[config.mk]
export PLATFORM = sky130hd
export DESIGN_NAME = muldiv_unit
export DESIGN_NICKNAME = d
export VERILOG_FILES = /design/src/rtl/muldiv_unit_pkg.sv /design/src/rtl/muldiv_unit_div_iter.sv /design/src/rtl/muldiv_unit.sv
export SDC_FILE = /design/constraint.sdc
export NUM_CORES = 2
export LEC_CHECK = 0
export ABC_CLOCK_PERIOD_IN_PS = 10200
export CORE_MARGIN = 2
export CORE_UTILIZATION = 45
export DETAILED_ROUTE_END_ITERATION = 16
export DONT_BUFFER_PORTS = 1
export PLACE_DENSITY = 0.58
export SKIP_CTS_REPAIR_TIMING = 1
export SYNTH_ARGS = -nofsm -noshare
export SYNTH_HDL_FRONTEND = slang
export SYNTH_HIERARCHICAL = 1
export SYNTH_SLANG_ARGS = --single-unit
[constraint.sdc]
create_clock -name clk_i -period 10.2 [get_ports clk_i]
set_input_delay 2.04 -clock clk_i [delete_from_list [all_inputs] [get_ports clk_i]]
set_output_delay 2.04 -clock clk_i [all_outputs]
set_load 0.05 [all_outputs]
[src/rtl/muldiv_unit_pkg.sv]
// Shared operation codes, state encodings and helpers for the RV32M multiply/divide unit.
package muldiv_unit_pkg;

  localparam int unsigned DATA_W = 32;
  localparam int unsigned PROD_W = 2 * DATA_W;
  localparam int unsigned OP_W   = 5;
  localparam int unsigned CNT_W  = 5;

  // Decoder operation codes seen by the EX stage
  localparam logic [OP_W-1:0] ALUOP_ADD    = 5'd0;
  localparam logic [OP_W-1:0] ALUOP_MUL    = 5'd16;
  localparam logic [OP_W-1:0] ALUOP_MULH   = 5'd17;
  localparam logic [OP_W-1:0] ALUOP_MULHSU = 5'd18;
  localparam logic [OP_W-1:0] ALUOP_MULHU  = 5'd19;
  localparam logic [OP_W-1:0] ALUOP_DIV    = 5'd20;
  localparam logic [OP_W-1:0] ALUOP_DIVU   = 5'd21;
  localparam logic [OP_W-1:0] ALUOP_REM    = 5'd22;
  localparam logic [OP_W-1:0] ALUOP_REMU   = 5'd23;

  typedef enum logic [2:0] {
    MDU_IDLE = 3'd0,
    MDU_MUL  = 3'd1,
    MDU_DIV  = 3'd2,
    MDU_FIX  = 3'd3,
    MDU_DONE = 3'd4
  } mdu_state_e;

  // Operation context captured on accept
  typedef struct packed {
    logic [OP_W-1:0] op;
    logic            neg_quo;
    logic            neg_rem;
  } mdu_ctrl_t;

  function automatic logic is_m_op(input logic [OP_W-1:0] op);
    return (op >= ALUOP_MUL) && (op <= ALUOP_REMU);
  endfunction

  function automatic logic is_mul_op(input logic [OP_W-1:0] op);
    return (op >= ALUOP_MUL) && (op <= ALUOP_MULHU);
  endfunction

  function automatic logic [DATA_W-1:0] abs_w(input logic [DATA_W-1:0] x);
    return x[DATA_W-1] ? DATA_W'(-x) : x;
  endfunction

endpackage

[src/rtl/muldiv_unit_div_iter.sv]
// One radix-2 restoring division step: shift in the next dividend bit, subtract if it fits.
module muldiv_unit_div_iter
  import muldiv_unit_pkg::*;
(
  input  logic [DATA_W-1:0] rem_i,
  input  logic [DATA_W-1:0] quo_i,
  input  logic [DATA_W-1:0] div_i,
  output logic [DATA_W-1:0] rem_o,
  output logic [DATA_W-1:0] quo_o
);

  logic [DATA_W:0]   shifted;
  logic [DATA_W-1:0] diff;
  logic              fits;

  // Partial remainder can reach DATA_W+1 bits before the compare
  always_comb begin
    shifted = {rem_i, quo_i[DATA_W-1]};
    fits    = shifted[DATA_W] | (shifted[DATA_W-1:0] >= div_i);
    diff    = shifted[DATA_W-1:0] - div_i;
    rem_o   = fits ? diff : shifted[DATA_W-1:0];
    quo_o   = {quo_i[DATA_W-2:0], fits};
  end

endmodule

[src/rtl/muldiv_unit.sv]
// Iterative RV32M multiply/divide unit: 2-cycle multiply, 34-cycle restoring divide.
module muldiv_unit #(
  parameter int unsigned XLEN = 32
) (
  input  logic            clk_i,
  input  logic            rst_i,
  input  logic            start_i,
  input  logic [4:0]      op_i,
  input  logic [XLEN-1:0] rs1_i,
  input  logic [XLEN-1:0] rs2_i,
  input  logic            kill_i,
  output logic            busy_o,
  output logic            done_o,
  output logic [XLEN-1:0] result_o
);
  import muldiv_unit_pkg::*;

  mdu_state_e        state_q, state_d;
  mdu_ctrl_t         ctrl_q, ctrl_d;
  logic [DATA_W-1:0] quo_q, quo_d;
  logic [DATA_W-1:0] rem_q, rem_d;
  logic [DATA_W-1:0] b_q, b_d;
  logic [CNT_W-1:0]  cnt_q, cnt_d;
  logic [DATA_W-1:0] result_q, result_d;

  logic [DATA_W-1:0] rem_step, quo_step;
  logic [PROD_W-1:0] mul_a, mul_b, prod;
  logic [DATA_W-1:0] fix_quo, fix_rem;
  logic              op_signed_div;
  logic              op_is_rem;

  muldiv_unit_div_iter u_div_iter (
    .rem_i (rem_q),
    .quo_i (quo_q),
    .div_i (b_q),
    .rem_o (rem_step),
    .quo_o (quo_step)
  );

  // Multiplier (multiplicand kept in quo_q) and divide sign fix-up
  always_comb begin
    mul_a     = {{DATA_W{((ctrl_q.op == ALUOP_MULH) || (ctrl_q.op == ALUOP_MULHSU)) & quo_q[DATA_W-1]}}, quo_q};
    mul_b     = {{DATA_W{(ctrl_q.op == ALUOP_MULH) & b_q[DATA_W-1]}}, b_q};
    prod      = mul_a * mul_b;
    fix_quo   = ctrl_q.neg_quo ? DATA_W'(-quo_q) : quo_q;
    fix_rem   = ctrl_q.neg_rem ? DATA_W'(-rem_q) : rem_q;
    op_is_rem = (ctrl_q.op == ALUOP_REM) || (ctrl_q.op == ALUOP_REMU);
  end

  assign op_signed_div = (op_i == ALUOP_DIV) || (op_i == ALUOP_REM);

  // Next-state and datapath control
  always_comb begin
    state_d  = state_q;
    ctrl_d   = ctrl_q;
    quo_d    = quo_q;
    rem_d    = rem_q;
    b_d      = b_q;
    cnt_d    = cnt_q;
    result_d = result_q;
    case (state_q)
      MDU_IDLE: begin
        if (start_i && !kill_i && is_m_op(op_i)) begin
          ctrl_d.op      = op_i;
          ctrl_d.neg_quo = 1'b0;
          ctrl_d.neg_rem = 1'b0;
          if (is_mul_op(op_i)) begin
            quo_d   = rs1_i;
            b_d     = rs2_i;
            state_d = MDU_MUL;
          end else if (rs2_i == '0) begin
            // Divide by zero: all-ones quotient, dividend as remainder
            quo_d   = '1;
            rem_d   = rs1_i;
            state_d = MDU_FIX;
          end else if (op_signed_div && (rs1_i == 32'h8000_0000) && (rs2_i == '1)) begin
            quo_d   = 32'h8000_0000;
            rem_d   = '0;
            state_d = MDU_FIX;
          end else begin
            ctrl_d.neg_quo = op_signed_div & (rs1_i[DATA_W-1] ^ rs2_i[DATA_W-1]);
            ctrl_d.neg_rem = op_signed_div & rs1_i[DATA_W-1];
            quo_d   = op_signed_div ? abs_w(rs1_i) : rs1_i;
            b_d     = op_signed_div ? abs_w(rs2_i) : rs2_i;
            rem_d   = '0;
            cnt_d   = CNT_W'(31);
            state_d = MDU_DIV;
          end
        end
      end
      MDU_MUL: begin
        result_d = (ctrl_q.op == ALUOP_MUL) ? prod[DATA_W-1:0] : prod[PROD_W-1:DATA_W];
        state_d  = MDU_DONE;
      end
      MDU_DIV: begin
        rem_d = rem_step;
        quo_d = quo_step;
        if (cnt_q == '0) begin
          state_d = MDU_FIX;
        end else begin
          cnt_d = cnt_q - CNT_W'(1);
        end
      end
      MDU_FIX: begin
        result_d = op_is_rem ? fix_rem : fix_quo;
        state_d  = MDU_DONE;
      end
      MDU_DONE: state_d = MDU_IDLE;
      default:  state_d = MDU_IDLE;
    endcase
    // Flush aborts without touching the visible result
    if (kill_i) begin
      state_d  = MDU_IDLE;
      result_d = result_q;
    end
  end

  // State and datapath registers
  always_ff @(posedge clk_i) begin
    if (rst_i) begin
      state_q  <= MDU_IDLE;
      ctrl_q   <= '0;
      quo_q    <= '0;
      rem_q    <= '0;
      b_q      <= '0;
      cnt_q    <= '0;
      result_q <= '0;
    end else begin
      state_q  <= state_d;
      ctrl_q   <= ctrl_d;
      quo_q    <= quo_d;
      rem_q    <= rem_d;
      b_q      <= b_d;
      cnt_q    <= cnt_d;
      result_q <= result_d;
    end
  end

  assign busy_o   = (state_q != MDU_IDLE);
  assign done_o   = (state_q == MDU_DONE);
  assign result_o = result_q;

endmodule

* Yosys cells after proc, flatten, opt, wreduce, memory -nomap -nowiden
Index checks and enable logic that the tools add are counted.
Word-level totals: flip-flop bits (word level) 143, bits of input ports 73, output and inout bits 34, logic and storage cells 110
Cells by class: add/subtract/negate cells 6, multipliers 1, order comparisons 4, equality and inequality tests 21, multiplexer cells 37, bitwise logic cells 7, reduce and logical (&&, ||, !) cells 25
Operators with widths (number):
- 32-bit two-way mux | 19
- 32-bit one-hot mux with 2 select lines | 3
- 32-bit negation | 4
- 32-bit == test, second input constant | 2
- 33-bit by 33-bit multiplier with 64-bit output | 1
- 5-bit == test, second input constant | 7
- 32-bit >= comparator | 1
- 32-bit logical NOT | 1
- 32-bit subtractor | 1
- 5-bit two-way mux | 5
- 2-bit != test, second input constant | 8
- 5-bit <= comparator, second input constant | 2
- 5-bit one-hot mux with 2 select lines | 1
- 3-bit one-hot mux with 3 select lines | 1
- 2-bit two-way mux | 4
- 2-bit AND reduction | 4
- 3-bit by 2-bit == test with 1-bit output, second input constant | 2
- 1-bit logical AND | 6
- 3-bit two-way mux | 2
- 6-bit AND reduction | 1
- 5-bit >= comparator, second input constant | 1
- 5-bit logical NOT | 1
- 5-bit by 1-bit subtractor with 5-bit output, second input constant | 1
- 1-bit AND | 4
- other kinds (14) | 19

* Logic depth before layout (Yosys ltp)
word-level depth 9, depth in mapped cells 32, gate-level depth less buffers 30

* By module
Netlist, hierarchy kept.
By module, submodules not included:
- muldiv_unit | instances 1, cells each 5512, area an instance 47340.4 µm², sequential area each 2862.7 µm²
- muldiv_unit_div_iter | instances 1, cells each 408, area an instance 2651.3 µm², sequential area each 0.0 µm²

* Worst setup path before layout
Ideal clock, no wire load.
kind register to register, start reg ctrl_q[3] (netlist bit), end reg result_q[28] (netlist: result_o[28]), library setup time 135 ps, arrival time 8499 ps, data required time 10065 ps, setup slack 1566 ps, stages on the path, launching flop included 32, path buffers 3, clock period less this slack 8634 ps, path through dfxtp_1 > clkbuf_1 > xor2_1 > and3_1 > clkbuf_1 > nand2_1 > inv_1 > fa_1 > inv_1 > fa_1 > inv_1 > fa_1 > inv_1 > fa_1 > inv_1 > fa_1 > fa_1 > fa_1 > inv_1 > fa_1 > inv_1 > ha_1 > clkbuf_1 > a21o_1 > a21o_1 > a211o_1 > a21oi_1 > a21oi_1 > o41ai_2 > mux2i_1 > a2111oi_0 > o211ai_1
Between the ends: word-level cells in the longest chain between the ends 6, elaborated cells between the ends (all ways) 13, those cells by class mul (1); eq/ne (5); mux (3); bitwise (2); reduce/logical (2)
Ends and longest elaborated chain:
- start: declaration | RTL line muldiv_unit.sv:19 | mdu_ctrl_t ctrl_q, ctrl_d;
- start signal: assignment | RTL line muldiv_unit.sv:130 | ctrl_q <= ctrl_d;
- 5-bit == test (on tied branches) | RTL line muldiv_unit.sv:42, muldiv_unit.sv:43
- 1-bit logical OR | RTL line muldiv_unit.sv:42 | mul_a = {{DATA_W{((ctrl_q.op == ALUOP_MULH) || (ctrl_q.op == ALUOP_MULHSU)) & quo_q[DATA_W-1]}}, quo_q};
- 1-bit AND | RTL line muldiv_unit.sv:42
- 33-bit by 33-bit multiplier with 64-bit output | RTL line muldiv_unit.sv:44 | prod = mul_a * mul_b;
- 32-bit two-way mux | RTL line muldiv_unit.sv:92 | result_d = (ctrl_q.op == ALUOP_MUL) ? prod[DATA_W-1:0] : prod[PROD_W-1:DATA_W];
- 32-bit one-hot mux with 2 select lines (*) | RTL line muldiv_unit.sv:61 | case (state_q)
- end signal: assignment | RTL line muldiv_unit.sv:135 | result_q <= result_d;
- end: declaration | RTL line muldiv_unit.sv:24 | logic [DATA_W-1:0] result_q, result_d;
Every way passes the cells marked *; elsewhere a longest branch is shown, timed or not. A chain may end at the register's enable or synchronous reset.

* Worst setup path after layout
start reg ctrl_q[6] (netlist bit), end reg result_q[28] (netlist: result_o[28])
Same word-level chain as after synthesis.

==> flow_summary.ini <==
[clock_tree]
tritoncts = built
clock_latency_ps = 480
root_buffer = clkbuf_16
h-tree-depth = 4
clock_path_buffers = 2
numCtsBuffers = 17
clk_pin_slew_ps = 80
clock_sinks = 143

[worst_setup_path]
rr_worst_depth = 29
crit_path_end_kind = register
cp-start-kind = register
cp_slowest_stage_delay_ps = 730
cp.arrival_ps = 9990
path_max_fanout = 27
crit_path_frequent_cell = fa_1
critical_path_class = reg -> reg
worstPathRequired_ps = 10550
cp_slowest_cell = fa_1

[sta]
period_share_pct = 94.5
fmax_mhz = 104
rsz0062_at_grt = no
slew_headroom_pct = 14.4
post-route-min-period_ps = 9640
worst_pin_slew_ps = 1280
setup_viol = 0
finClkSkew_ps = 16.1
hold_viol = 0
slew_violations = 0
fin_tns_setup_ps = 0

[global_route]
gr-total-overflow = 0
grt_pass1_wl_um = 266000
grt_start_max_net_pins = 137
grt_pass1_vias = 41600
track_usage_pct = 31.5
antenna_found_initial = 9

[logic_synthesis]
async_reset_ff_share_pct = 0
ys.flop_type = dfxtp_1
synthCells = 5920
synth-edff-count = 0
synth-seq-cells = 143
synth-seq-area-share_pct = 5.73
synth_area_per_cell_um2 = 8.44
synth_top_area_share_pct = 45.1
synth_commonest_cells = inv_1 (1228), fa_1 (1126), nand2_1 (931), clkbuf_1 (322), and2_1 (317)
synth_area_leader_cell = fa_1
syn_nets = 7370
yosys-top-cells-area = fa_1 (45%), inv_1 (9.2%), nand2_1 (7.0%)
synth_cell_type_count = 91
syn-cell-area_mm2 = 0.0500
synth.most_common_cell = inv_1
ys_warn_count = 6

[finish]
fillers = 10900
syn2layout_area_growth_pct = 3.90
multi_input_area_mm2 = 0.0408
nNetsFinal = 7129
regArea_mm2 = 0.00290
layout-drive-gt1-share_pct = 4.73
final_area_mm2 = 0.0519

[drt]
via_per_inst = 5.60
wirelength_um = 174000
wl_per_cell_um = 24.2
vias = 40200
drt_iter0_drc = 3600
drc_errors = 0
dr.pass1.iters = 7
final_antenna_net_count = 0

[floorplanning]
dieArea_mm2 = 0.114
die_x_um = 337
rows = 122
die_h_um = 337
core_mm2 = 0.110
io_pins = 107
floorplan.initialDensity_pct = 45.3

[placed_design]
portBuffers = 0
finalWeightedCongestion = 1.02
placed_cell_area_mm2 = 0.0513
dp_hpwl_um = 139000

[pwr]
power.density_mw_per_mm2 = 40.1
p_leak_nw = 23.8
ir_drop_mv = 0.124

[min_path]
whs_path_depth = 2
hp-class = reg -> reg

[run_status]
status = finished, final reports clean

[flow_run]
drv.max_cap_violation_count = 0
[worst max-delay path: cells and delay by family (launching register included)]
kind / cells / cell delay [ps]
flops: 1 / 330
compound gates: 8 / 2000
mux: 1 / 150
fa+ha+maj: 9 / 4790
buf+inv: 7 / 1290
simple gates: 4 / 930
[cell type report]
type | instances | area share, %
antenna | 3 | 0.0145
clock buffer | 17 | 0.819
clock inverter | 15 | 0.296
inverter | 1229 | 8.89
multi-input combinational | 4142 | 78.6
sequential | 143 | 5.59
tap | 1488 | 3.58
timing repair buffer | 146 | 2.21
[state kept, by name (all words and copies together) (netlist names)]
name	flops
rem_q	32
b_q	32
state_q	3
cnt_q	5
result_o	32
quo_q	32
ctrl_q	7
[cells in the final DEF, fill, tap and decap left out, types with 10 or more instances in the layout]
cell,instances
a311oi_1,11
ha_1,251
or3_1,15
fa_1,1126
o41ai_1,14
and2_1,316
clkbuf_16,17
a21o_1,49
nor4_1,19
nand3_1,51
nand4_1,31
xor2_1,87
or2_2,17
o211ai_1,14
nand2b_1,15
nor2b_1,15
xnor2_1,114
buf_4,142
and3_1,10
dfxtp_1,111
a211oi_1,57
inv_1,1227
nor3_1,74
nor2_1,275
or4_1,16
a21oi_1,226
a221oi_1,43
nand2_1,931
dfxtp_2,32
o31ai_1,40
o21a_1,22
mux2i_1,17
a31oi_1,18
o21ai_0,125
o21bai_1,15
[per-layer routing]
layer	routed length, um	global-route usage [%]
met5	42	0
met4	6630	10.6
met3	16900	7.18
met2	78200	49.6
met1	72300	43.0
[report_power, final]
group          total [W]  switching [W]  internal (W)
registers       0.000655      0.0000807      0.000574
logic           0.000767       0.000505      0.000262
clock network   0.000660       0.000316      0.000344
total            0.00208       0.000902       0.00118
[logic make-up after synthesis]
family | synth area share, %
XOR/XNOR | 3.52
AO/OA/AOI/OAI | 9.52
AND/OR/NAND/NOR | 16.8
multiplexers | 0.363
adder cells (fa/ha/maj) | 51.4
buffers and inverters | 12.7
flip-flops | 5.73
[per-stage QoR]
| stage | setup WS (ps) | instances | total power, W | hold WS, ps | utilization [%] |
|---|---|---|---|---|---|
| after floorplan | 1570 | 5920 | 0.00116 | 432 | - |
| after global placement | 523 | 7148 | 0.00141 | 443 | 46.5 |
| after detailed placement | 451 | 7148 | 0.00141 | 453 | 46.5 |
| after CTS | 390 | 7180 | 0.00206 | 463 | 47.1 |
| after global routing | 10.1 | 7180 | 0.00217 | 483 | 47.1 |
| final | 562 | 7183 | 0.00208 | 465 | 47.1 |
[final timing paths]
kind	from	to	slack [ps]
max	ctrl_q[6]	result_o[28]	560
min reg2reg	ctrl_q[0]	ctrl_q[0]	460
max reg2reg	ctrl_q[6]	result_o[28]	560
min	ctrl_q[0]	ctrl_q[0]	460
(Power assumes the default switching activity.)
